[src/rtl/hazard_tracker_pkg.sv]
// Shared pipeline types for the hazard tracker: the slot record mirrored
// beside each pipeline register, the empty-slot constant and FSM states.
package hazard_tracker_pkg;

   localparam int unsigned REG_AW = 5;

   typedef struct packed {
      logic              valid;
      logic [REG_AW-1:0] rs;
      logic [REG_AW-1:0] rt;
      logic [REG_AW-1:0] rd;
      logic              reg_write;
      logic              mem_read;
   } slot_t;

   localparam slot_t BUBBLE = '0;

   typedef enum logic {
      RUN   = 1'b0,
      STALL = 1'b1
   } hazard_state_e;

endpackage

[src/rtl/hazard_tracker_match.sv]
// Combinational check: does the decoding instruction read the destination
// of an effective (valid, writing, non-r0) writer held in one slot.
module hazard_match
   import hazard_tracker_pkg::*;
(
   input  slot_t             slot,
   input  logic              dec_valid,
   input  logic [REG_AW-1:0] dec_rs,
   input  logic [REG_AW-1:0] dec_rt,
   input  logic              dec_uses_rt,
   output logic              hit
);

   logic eff_writer;
   logic unused_slot_bits;

   always_comb begin
      eff_writer = slot.valid && slot.reg_write && (slot.rd != '0);
      hit        = eff_writer && dec_valid &&
                   ((slot.rd == dec_rs) || (dec_uses_rt && (slot.rd == dec_rt)));
   end

   assign unused_slot_bits = ^{slot.rs, slot.rt, slot.mem_read};

endmodule

[src/rtl/hazard_tracker.sv]
// Shadow pipeline of in-flight register writers; feeds the forwarding unit
// and raises stall/bubble controls for load-use and unforwarded RAW hazards.
module hazard_tracker
   import hazard_tracker_pkg::*;
#(
   parameter int unsigned REG_AW = 5,
   parameter int unsigned CNT_W  = 16
) (
   input  logic              clk,
   input  logic              rst,
   input  logic              dec_valid,
   input  logic [REG_AW-1:0] dec_rs,
   input  logic [REG_AW-1:0] dec_rt,
   input  logic              dec_uses_rt,
   input  logic [REG_AW-1:0] dec_rd,
   input  logic              dec_reg_write,
   input  logic              dec_mem_read,
   input  logic              branch_flush,
   input  logic              forward_en,
   output logic              stall_pc,
   output logic              stall_if_id,
   output logic              bubble_id_ex,
   output logic [REG_AW-1:0] id_rs,
   output logic [REG_AW-1:0] id_rt,
   output logic [REG_AW-1:0] ex_rd,
   output logic [REG_AW-1:0] mem_rd,
   output logic              RegWrite_ex,
   output logic              RegWrite_mem,
   output logic              ForwardControl,
   output logic [CNT_W-1:0]  stall_count
);

   slot_t         s1, s2, s3, s1_next;
   hazard_state_e state, state_next;
   logic [2:0]    hit;
   logic          load_use, raw_nofwd, hazard, stall, bubble;

   hazard_match u_match_s1 (.slot(s1), .dec_valid(dec_valid), .dec_rs(dec_rs),
                            .dec_rt(dec_rt), .dec_uses_rt(dec_uses_rt), .hit(hit[0]));
   hazard_match u_match_s2 (.slot(s2), .dec_valid(dec_valid), .dec_rs(dec_rs),
                            .dec_rt(dec_rt), .dec_uses_rt(dec_uses_rt), .hit(hit[1]));
   hazard_match u_match_s3 (.slot(s3), .dec_valid(dec_valid), .dec_rs(dec_rs),
                            .dec_rt(dec_rt), .dec_uses_rt(dec_uses_rt), .hit(hit[2]));

   always_comb begin
      load_use  = hit[0] && s1.mem_read;
      // S3 still counts: the register file does not write through
      raw_nofwd = !forward_en && (|hit);
      hazard    = load_use || raw_nofwd;
      stall     = hazard && !branch_flush;
      bubble    = hazard || branch_flush;

      s1_next = BUBBLE;
      if (dec_valid && !bubble) begin
         s1_next.valid     = 1'b1;
         s1_next.rs        = dec_rs;
         s1_next.rt        = dec_rt;
         s1_next.rd        = dec_rd;
         s1_next.reg_write = dec_reg_write;
         s1_next.mem_read  = dec_mem_read;
      end

      state_next = state;
      case (state)
         RUN:     if (stall) state_next = STALL;
         STALL:   if (!hazard || branch_flush) state_next = RUN;
         default: state_next = RUN;
      endcase
   end

   always_ff @(posedge clk) begin
      if (rst) begin
         s1          <= BUBBLE;
         s2          <= BUBBLE;
         s3          <= BUBBLE;
         state       <= RUN;
         stall_count <= '0;
      end else begin
         s3    <= s2;
         s2    <= s1;
         s1    <= s1_next;
         state <= state_next;
         if (stall && (stall_count != '1)) stall_count <= stall_count + 1'b1;
      end
   end

   assign stall_pc       = stall;
   assign stall_if_id    = stall;
   assign bubble_id_ex   = bubble;
   assign id_rs          = s1.rs;
   assign id_rt          = s1.rt;
   assign ex_rd          = s2.rd;
   assign mem_rd         = s3.rd;
   assign RegWrite_ex    = s2.valid & s2.reg_write;
   assign RegWrite_mem   = s3.valid & s3.reg_write;
   assign ForwardControl = forward_en;

endmodule
[config.mk]
export PLATFORM = sky130hd
export DESIGN_NAME = hazard_tracker
export DESIGN_NICKNAME = d
export VERILOG_FILES = /design/src/rtl/hazard_tracker_pkg.sv /design/src/rtl/hazard_tracker_match.sv /design/src/rtl/hazard_tracker.sv
export SDC_FILE = /design/constraint.sdc
export NUM_CORES = 1
export LEC_CHECK = 0
export ABC_CLOCK_PERIOD_IN_PS = 2000
export CAP_MARGIN = 0
export CORE_UTILIZATION = 50
export CTS_CLUSTER_SIZE = 8
export DETAILED_ROUTE_END_ITERATION = 8
export DONT_BUFFER_PORTS = 1
export PLACE_DENSITY = 0.63
export RECOVER_POWER = 50
export SLEW_MARGIN = 20
export SYNTH_ARGS = -nofsm -noshare
export SYNTH_HDL_FRONTEND = slang
export SYNTH_SLANG_ARGS = --single-unit
export TNS_END_PERCENT = 5
[constraint.sdc]
create_clock -name clk -period 2 [get_ports clk]
set_input_delay 0.2 -clock clk [delete_from_list [all_inputs] [get_ports clk]]
set_output_delay 0.2 -clock clk [all_outputs]
set_load 0.02 [all_outputs]
==> metrics, run 1 <==
PwrDens 638.0 mW/mm^2; final setup fails 6; failing checks DRC, setup timing; total leakage power 1.099 nW; Slew Viols, Final 0; core box area 0.004474 sq mm; Clock Path Buffers 2; DRC 5; CP endpoint kind flop; share of cells above drive strength 1 0.2329; final net count 315; simple-gate portion of the synthesized area 0.2508; Filler Cell Count 382; status finished, violations left; Adder-Cell Fraction of Synth Area 0.005236; Area growth, synth to finish 20.21%; Final Util 0.6421; CP Max Fanout 5; R2R cell count 8; grt ovf 0; largest net degree at the start of global routing 23; crit path launch type flop; register area share after synthesis 0.4021; RePlAce Congestion between 0.8 and 0.9; drt pass-1 iters 6; H-tree levels 2; Yosys warning total 0; number of enable flip-flop cells after synthesis 0; total power roughly 1.8 mW; Antenna Nets Post-Route 0; Yosys reg bits 48; clk sink count 48; Main synth FF type dfxtp_1; Synth Area in Compound Gates 0.08534; Final Hold Viols 0; vias per cell approximately 5.3; post-synthesis mux area share 0.02775; f_max 488.7 MHz; syn_nets 283; post-synthesis cell type count between 40 and 50; worst setup margin -0.04629 ns; Worst R2R End stall_count[10]$_SDFFE_PP0P_; initial antenna violation count 0; worst path arrival time approximately 2.3 ns; Worst setup endpoint stall_count[10]$_SDFFE_PP0P_; Final Cycle Share 1.023; Final Skew 0.004612 ns; Avg WL per Cell between 15 and 20 microns; final worst path period need 2.046 ns; area of the multi-input gates 0.001257 sq mm; Placement Rows 24; DP Cell Count 315; Async S/R FF share, synth 0; Initial Util 0.5341; Root Buffer clkbuf_8; CTS tree built; HPWL after detailed placement 3723 microns; final WL between 5000 and 6000 microns; RSZ-0062 raised after global routing yes; Mapped Cells approximately 260; Worst slew margin 0.6010; Ant. Diodes 0; Max-cap violations 0; worst slew pin tran 0.5965 ns; Register Area 992.2 sq um; Crit. Startpoint ex_rd[4]$_SDFF_PP0_; Die X 71.14 microns; main combinational cell family by area after synthesis simple AND/OR/NAND/NOR gates; CTS Buf Count 5; syn avg cell area 9.227 sq um; mapped cell area approximately 0.0024 sq mm; Setup CP Type reg -> reg; # IOs between 60 and 70; maximum vdd drop 0.0004210 V; Die Footprint between 0.005 and 0.006 sq mm; Reg clk slew, reported paths 0.09 ns; fin cells between 300 and 400; first-pass GRT wire length 8597 microns; 1st-iter DRT viols around 120; R2R Setup Slk -0.05 ns; Fin Setup TNS -0.1635 ns; HP Class in -> reg; number of global-route vias before repair 1768; Critical R2R Launch ex_rd[4]$_SDFF_PP0_; PortBufs 0; Place WS -0.08771 ns; chip height ~70 microns; worst skew pair latency roughly 0.3 ns; via count 1833; GRT Total Usage 0.2217; WP data required 2.23 ns; Post-Synth XOR/XNOR Area 0.1319
-- final cells by class --
type | instances | share of cell area
flip-flops and latches | 48 | 0.3454
clock inverters | 2 | 0.01350
multi-input cells | 176 | 0.4377
inverters | 7 | 0.009146
repair buffers | 53 | 0.1429
well taps | 52 | 0.02265
clock buffers | 6 | 0.02875
-- cell usage after synthesis (2+ instances only) --
| library cell | instances | area [sq um] |
|---|---|---|
| dfxtp_1 | 48 | 960.9 |
| xnor2_1 | 36 | 315.3 |
| buf_4 | 23 | 172.7 |
| and2_1 | 20 | 125.1 |
| nor2b_1 | 19 | 118.9 |
| nor2_1 | 18 | 67.56 |
| nand2_1 | 16 | 60.06 |
| nand3_1 | 11 | 55.05 |
| inv_1 | 7 | 26.28 |
| a211oi_1 | 5 | 37.54 |
| a21oi_1 | 5 | 25.02 |
| nand4_1 | 5 | 31.28 |
| nor3_1 | 4 | 20.02 |
| and4_1 | 3 | 26.28 |
| clkbuf_1 | 3 | 11.26 |
| mux2_2 | 3 | 33.78 |
| and3_1 | 2 | 12.51 |
| mux2_1 | 2 | 22.52 |
| o22a_2 | 2 | 20.02 |
| o22ai_1 | 2 | 12.51 |
| o31ai_1 | 2 | 15.01 |
| or4_1 | 2 | 15.01 |
-- worst min path at each step --
stage	startpoint	end	slack, ns	cells past startpoint
final	dec_rd[0]	s1[2]$_SDFF_PP0_	0.009	1
after global routing	dec_rs[0]	id_rs[0]$_SDFF_PP0_	0.007	1
after CTS	dec_rt[4]	id_rt[4]$_SDFF_PP0_	-0.0003	1
after detailed placement	rst	stall_count[10]$_SDFFE_PP0P_	0.28	1
after global placement	rst	mem_rd[4]$_SDFF_PP0_	0.28	1
after floorplan	dec_rs[0]	id_rs[0]$_SDFF_PP0_	0.32	1
-- sequential cells by signal, indices dropped and copies added (netlist names) --
signal	cells
stall_count	16
s1	8
ex_rd	5
id_rs	5
id_rt	5
mem_rd	5
s2	2
s3	2
-- where the power goes --
part	total [mW]	internal (mW)	switching, mW
combinational	0.116	0.0682	0.0482
sequential	0.981	0.963	0.0179
clock	0.736	0.409	0.327
-- timing repair --
action,in CTS,in global routing
buffers inserted,5,1
cloned,0,0
pin swaps,7,3
endpoints found under the hold margin,26,4
endpoints found under the setup margin,24,30
hold buffers,11,4
gates resized for setup,19,11
-- placed cells by master (no fill, tap or decap), types with 7 or more instances in the layout --
cell type and count:
and2_1 20, buf_4 25, clkbuf_1 11, dfxtp_1 35, dfxtp_2 7, dlygate4sd3_1 15
nand2_1 16, nand3_1 11, nor2_1 18, nor2b_1 19, xnor2_1 31
-- metrics by stage --
stage	hold WS, ns	area [sq um]
after floorplan	0.3217	2390
after global placement	0.2756	2490
after detailed placement	0.2756	2490
after CTS	-0.0003457	2813
after global routing	0.006736	2873
final	0.009152	2873
-- worst max-delay path, stage by stage, from the launching register on --
cell	delay, ns
dfxtp_4	0.40
xnor2_2	0.11
nand3_1	0.10
o22a_2	0.27
o22ai_4	0.21
o21ai_2	0.10
buf_4	0.16
or4_1	0.50
a21oi_1	0.13
-- cell families (layout without fill, tap and decap cells) --
group | Yosys count | count (layout)
simple gates | 107 | 107
xor+xnor | 36 | 36
flops | 48 | 48
compound gates | 26 | 26
mux | 6 | 6
fa+ha+maj | 1 | 1
buf+inv | 35 | 68
-- metal layers --
metal | up-vias | routed length (microns) | track usage
met4 | 0 | 46 | 0.06667
met5 | - | 0 | 0
met3 | 4 | 409 | 0.08120
met2 | 57 | 2437 | 0.3429
met1 | 853 | 2382 | 0.2902
li1 | 919 | - | -
Power figures use the tool's default switching activity.
==> run 2: changes to the inputs <==
--- a/config.mk
+++ b/config.mk
@@ -6,12 +6,10 @@
 export NUM_CORES = 1
 export LEC_CHECK = 0
 export ABC_CLOCK_PERIOD_IN_PS = 2000
-export CAP_MARGIN = 0
-export CORE_UTILIZATION = 50
+export CORE_UTILIZATION = 48
 export CTS_CLUSTER_SIZE = 8
 export DETAILED_ROUTE_END_ITERATION = 8
-export DONT_BUFFER_PORTS = 1
-export PLACE_DENSITY = 0.63
+export PLACE_DENSITY = 0.78
 export RECOVER_POWER = 50
 export SLEW_MARGIN = 20
 export SYNTH_ARGS = -nofsm -noshare
==> run 2 against run 1 <==
Compared with the run above: the flow now finishes without violations; utilization is 8.1 points higher; clock skew grew 0.0055 ns; critical path depth stayed put; combinational power is 76% higher; clock-buffer cell count fell by 1; cell area grew 20%; first-iteration DRC count up 17%; cell count grew 17%; die area up 4.0%; clock power shrank 16%; maximum frequency up 2.7%; routed wire length grew 7.6%; largest cell class unchanged; highest routed layer unchanged.
==> metrics, run 2 (synthesis results as in run 1) <==
worst setup margin 0.008291 ns; WP data required 2.25 ns; CTS Buf Count 5; Clock Path Buffers 2; area post-placement 0.003134 sq mm; most frequent cells in the layout clkdlybuf4s50_1, dfxtp_1, buf_4; Antenna Nets Post-Route 0; R2R cell count 8; HPWL after detailed placement 4162 microns; crit path launch type flop; PortBufs 64; worst hold slack roughly 0.36 ns; Die X 72.56 microns; met1 WL about 2500 microns; Final Hold Viols 0; Reg clk slew, reported paths 0.10 ns; Initial Util 0.5026; Crit. Startpoint mem_rd[2]$_SDFF_PP0_; CTS tree built; final net count 359; hold_sp dec_rt[1]; DR top layer met4; cts hold-fix bufs 0; chip height 72.56 microns; WHS Endpoint id_rt[1]$_SDFF_PP0_; Worst Hold Depth 2; share of cells above drive strength 1 0.2857; 1st-iter DRT viols between 100 and 150; DP Cell Count 392; clk sink count 48; Root Buffer clkbuf_8; HP Class in -> reg; RSZ-0062 raised after global routing yes; largest net degree at the start of global routing 22; Ant. Diodes 0; worst skew pair latency 0.31 ns; CP endpoint kind flop; Avg WL per Cell 14.08 microns; # IOs 65; status finished clean; Placement Rows 25; Slew Viols, Final 0; Worst R2R End stall_count[10]$_SDFFE_PP0P_; Most flops, register stall_count; initial antenna violation count 0; fin cells 403; PwrDens 521.8 mW/mm^2; Critical R2R Launch mem_rd[2]$_SDFF_PP0_; Regs by FF count stall_count (16), s1 (8); worst path arrival time between 2 and 2.5 ns; maximum vdd drop 0.0004635 V; most common cell after layout, fill and taps aside clkdlybuf4s50_1; drt pass-1 iters 4; grt ovf 0; met2 wire len 2745 microns; final WL 5674 microns; Die Footprint approximately 0.0053 sq mm; R2R Setup Slk 0.008 ns; vias per cell 5.022; final worst path period need approximately 2.0 ns; f_max roughly 500 MHz; total leakage power 1.344 nW; Final Cycle Share 0.9959; post-route cell area 0.003440 sq mm; CP Max Fanout 6; Place WS -0.5249 ns; worst slew pin tran 0.6133 ns; max reg flops 16; Setup CP Type reg -> reg; Area growth, synth to finish 43.93%; Worst slew margin 0.5912; total power 1.795 mW; Final Skew 0.01012 ns; DRC 0; GRT Total Usage 0.2259; core box area 0.004755 sq mm; RePlAce Congestion 0.8325; Max-cap violations 0; via count 2024; final setup fails 0; H-tree levels 2; number of global-route vias before repair 1936; met3 wire length roughly 280 microns; first-pass GRT wire length 9108 microns
## run 2: layout make-up
| cell class | count | area (sq um) |
|---|---|---|
| clock buffers | 5 | 68.82 |
| clock inverters | 3 | 26.28 |
| fillers | 374 | 1315 |
| inverters | 7 | 26.28 |
| multi-input cells | 176 | 1361 |
| flip-flops and latches | 48 | 992.2 |
| well taps | 67 | 83.83 |
| repair buffers | 97 | 880.8 |
## run 2: what timing repair did
action,in CTS,in global routing
setup buffers,1,2
cloned,0,0
hold endpoints to repair,0,0
pin swaps,7,20
setup endpoints to repair,34,33
resized for setup,41,35
## run 2: per-stage QoR
step                      setup TNS (ns)    util
final                                  0  0.7234
after global routing             -0.6469  0.7234
after CTS                        -0.2221  0.6926
after detailed placement          -14.41  0.6592
after floorplan                        0       -
after global placement            -14.64  0.6592
## run 2: where the power goes
| part | switching (mW) | internal, mW | total, mW |
|---|---|---|---|
| registers | 0.0110 | 0.964 | 0.975 |
| clock network | 0.358 | 0.258 | 0.616 |
| logic | 0.0965 | 0.108 | 0.204 |
## run 2: how the worst max path moves through the flow
| stage | slack [ns] | end | cells after the start |
|---|---|---|---|
| 2_1_floorplan | 0.10 | stall_count[1]$_SDFFE_PP0P_ | 8 |
| 3_3_place_gp | -0.51 | stall_if_id | 8 |
| 3_5_place_dp | -0.52 | stall_count[12]$_SDFFE_PP0P_ | 8 |
| 4_1_cts | -0.06 | stall_count[10]$_SDFFE_PP0P_ | 8 |
| 5_1_grt | -0.09 | stall_count[10]$_SDFFE_PP0P_ | 8 |
| 6_report | 0.008 | stall_count[10]$_SDFFE_PP0P_ | 8 |
## run 2: critical path: stages, from the launching register on
cell and delay [ns]:
dfxtp_4 0.39, buf_4 0.13, nor2_2 0.04, a211o_1 0.36, o22ai_4 0.17, o21ai_2 0.09, buf_6 0.14, or4_4 0.47
a21oi_2 0.14
## run 2: routing by layer
layer  global-route usage  vias up
li1                     -     1011
met4              0.08279        0
met2               0.3697       72
met3              0.03472       11
met5                    0        -
met1               0.3016      930
==> run 3: changes to the inputs <==
--- a/config.mk
+++ b/config.mk
@@ -9,7 +9,7 @@
 export CORE_UTILIZATION = 48
 export CTS_CLUSTER_SIZE = 8
 export DETAILED_ROUTE_END_ITERATION = 8
-export PLACE_DENSITY = 0.78
+export PLACE_DENSITY_LB_ADDON = 0.3
 export RECOVER_POWER = 50
 export SLEW_MARGIN = 20
 export SYNTH_ARGS = -nofsm -noshare
==> run 3 against run 2 <==
Compared with the run above: largest power group unchanged; maximum frequency down 4.1%; combinational power hardly changed; cell area fell by 1.3%; clock skew decreased by 0.0056 ns; non-clock buffer count is 1 higher; global-route usage fell by 1.1 points; worst hold slack gained 0.0082 ns; routed wire length decreased by 2.5%; the run now ends with setup timing left; power grew 8.2%.
==> metrics, run 3 (synthesis results as in run 1) <==
clk sink count 48; Most flops, register stall_count; Root Buffer clkbuf_8; Final Cycle Share 1.039; Final Util 0.7142; most common cell after layout, fill and taps aside clkdlybuf4s50_1; final worst path period need approximately 2.1 ns; total leakage power around 1.3 nW; final setup fails 2; worst path arrival time 2.33 ns; Final Hold Viols 0; Slew Viols, Final 0; RePlAce Congestion between 0.8 and 0.9; first-pass GRT wire length 8528 microns; R2R cell count 8; HPWL after detailed placement 4035 microns; cts hold-fix bufs 0; post-route cell area about 0.0034 sq mm; PortBufs 64; crit path launch type flop; failing checks setup timing; grt ovf 0; Worst setup endpoint stall_count[8]$_SDFFE_PP0P_; Clock Path Buffers 2; 1st-iter DRT viols 132; DR top layer met4; Fin Setup TNS -0.1348 ns; # IOs 65; max reg flops 16; CTS Buf Count 5; Die Footprint 0.005265 sq mm; final net count 360; f_max 481.3 MHz; met3 wire length 284 microns; HP Class in -> reg; Worst slew margin 0.4026; Die X 72.56 microns; CP endpoint kind flop; initial antenna violation count 0; DP Cell Count a little under 400; core box area 0.004755 sq mm; via count 2046; vias per cell 5.064; PwrDens between 500 and 600 mW/mm^2; CP Max Fanout 7; CTS tree built; met2 wire len 2628 microns; worst skew pair latency between 0.3 and 0.4 ns; DRC 0; RSZ-0062 raised after global routing yes; Regs by FF count stall_count (16), s1 (8); Area growth, synth to finish 42.09%; maximum vdd drop 0.0004356 V; Initial Util 0.5026; final WL 5532 microns; Max-cap violations 0; WP data required 2.25 ns; chip height 72.56 microns; Setup CP Type reg -> reg; status finished, violations left; Final Skew 0.004546 ns; number of global-route vias before repair 1849; Antenna Nets Post-Route 0; Reg clk slew, reported paths 0.09 ns; Ant. Diodes 0; Placement Rows 25; largest net degree at the start of global routing 21; Avg WL per Cell 13.69 microns; Worst R2R End stall_count[8]$_SDFFE_PP0P_; R2R Setup Slk -0.08 ns; drt pass-1 iters 4; Critical R2R Launch ex_rd[1]$_SDFF_PP0_; GRT Total Usage 0.2150; fin cells 404; worst setup margin -0.07751 ns; share of cells above drive strength 1 0.2582; H-tree levels 2; area post-placement 0.003149 sq mm; Crit. Startpoint ex_rd[1]$_SDFF_PP0_; most frequent cells in the layout clkdlybuf4s50_1, buf_4, dfxtp_1; worst slew pin tran 0.8960 ns; met1 WL approximately 2500 microns
==> run 3: changes by cell type in the layout (fill, tap and decap cells not counted), moves of 3 or more <==
cell,delta
dfxtp_4,-3
xnor2_1,+3
clkdlybuf4s50_1,+15
dfxtp_2,+3
dlygate4sd3_1,-15
xnor2_2,-3
==> run 3: per-layer routing <==
metal	GRT usage	vias up
li1	-	1011
met1	0.2831	963
met2	0.3354	63
met3	0.05694	9
met4	0.08497	0
met5	0	-
==> run 3: layout make-up <==
type / instances / area [sq um]
fill: 373 / 1359
multi-input combinational: 176 / 1305
sequential: 48 / 984.7
timing repair buffer: 98 / 869.6
clock buffer: 7 / 96.34
tap: 67 / 83.83
clock inverter: 1 / 30.03
inverter: 7 / 26.28
==> run 3: per-stage QoR <==
step | hold WS (ns) | total power, mW | setup WS (ns)
floorplan | 0.3217 | 1.105 | 0.1000
global placement | 0.4462 | 1.193 | -0.4909
detailed placement | 0.4608 | 1.196 | -0.5147
CTS | 0.3816 | 1.938 | -0.06121
global route | 0.3961 | 2.013 | -0.1631
finish | 0.3718 | 1.943 | -0.07751
==> run 3: report_power, final <==
group / total, mW / internal (mW) / switching, mW
registers: 0.978 / 0.967 / 0.0105
logic: 0.202 / 0.106 / 0.0962
clock network: 0.762 / 0.441 / 0.321
total: 1.94 / 1.51 / 0.428
==> run 3: worst min path at each step <==
| stage | startpoint | to | slack, ns | cells past startpoint |
|---|---|---|---|---|
| finish | dec_rs[4] | id_rs[4]$_SDFF_PP0_ | 0.37 | 2 |
| global route | dec_rs[4] | id_rs[4]$_SDFF_PP0_ | 0.40 | 2 |
| CTS | dec_rs[4] | id_rs[4]$_SDFF_PP0_ | 0.38 | 2 |
| detailed placement | s2[17]$_SDFF_PP0_ | s3[17]$_SDFF_PP0_ | 0.46 | 1 |
| global placement | s2[17]$_SDFF_PP0_ | s3[17]$_SDFF_PP0_ | 0.45 | 1 |
| floorplan | dec_rs[0] | id_rs[0]$_SDFF_PP0_ | 0.32 | 1 |
==> run 3: critical path, stage by stage (launching register included) <==
cell and delay, ns:
dfxtp_4 0.37, xnor2_1 0.18, nand2_1 0.09, o22a_2 0.25, o22ai_2 0.22, o21ai_2 0.08, buf_4 0.16, or4_1 0.52
a21oi_2 0.14
==> run 3: timing repair <==
action / 4_1_cts / 5_1_grt
endpoints found under the setup margin: 35 / 34
pin swaps: 6 / 3
buffers inserted: 0 / 2
resized for setup: 30 / 28
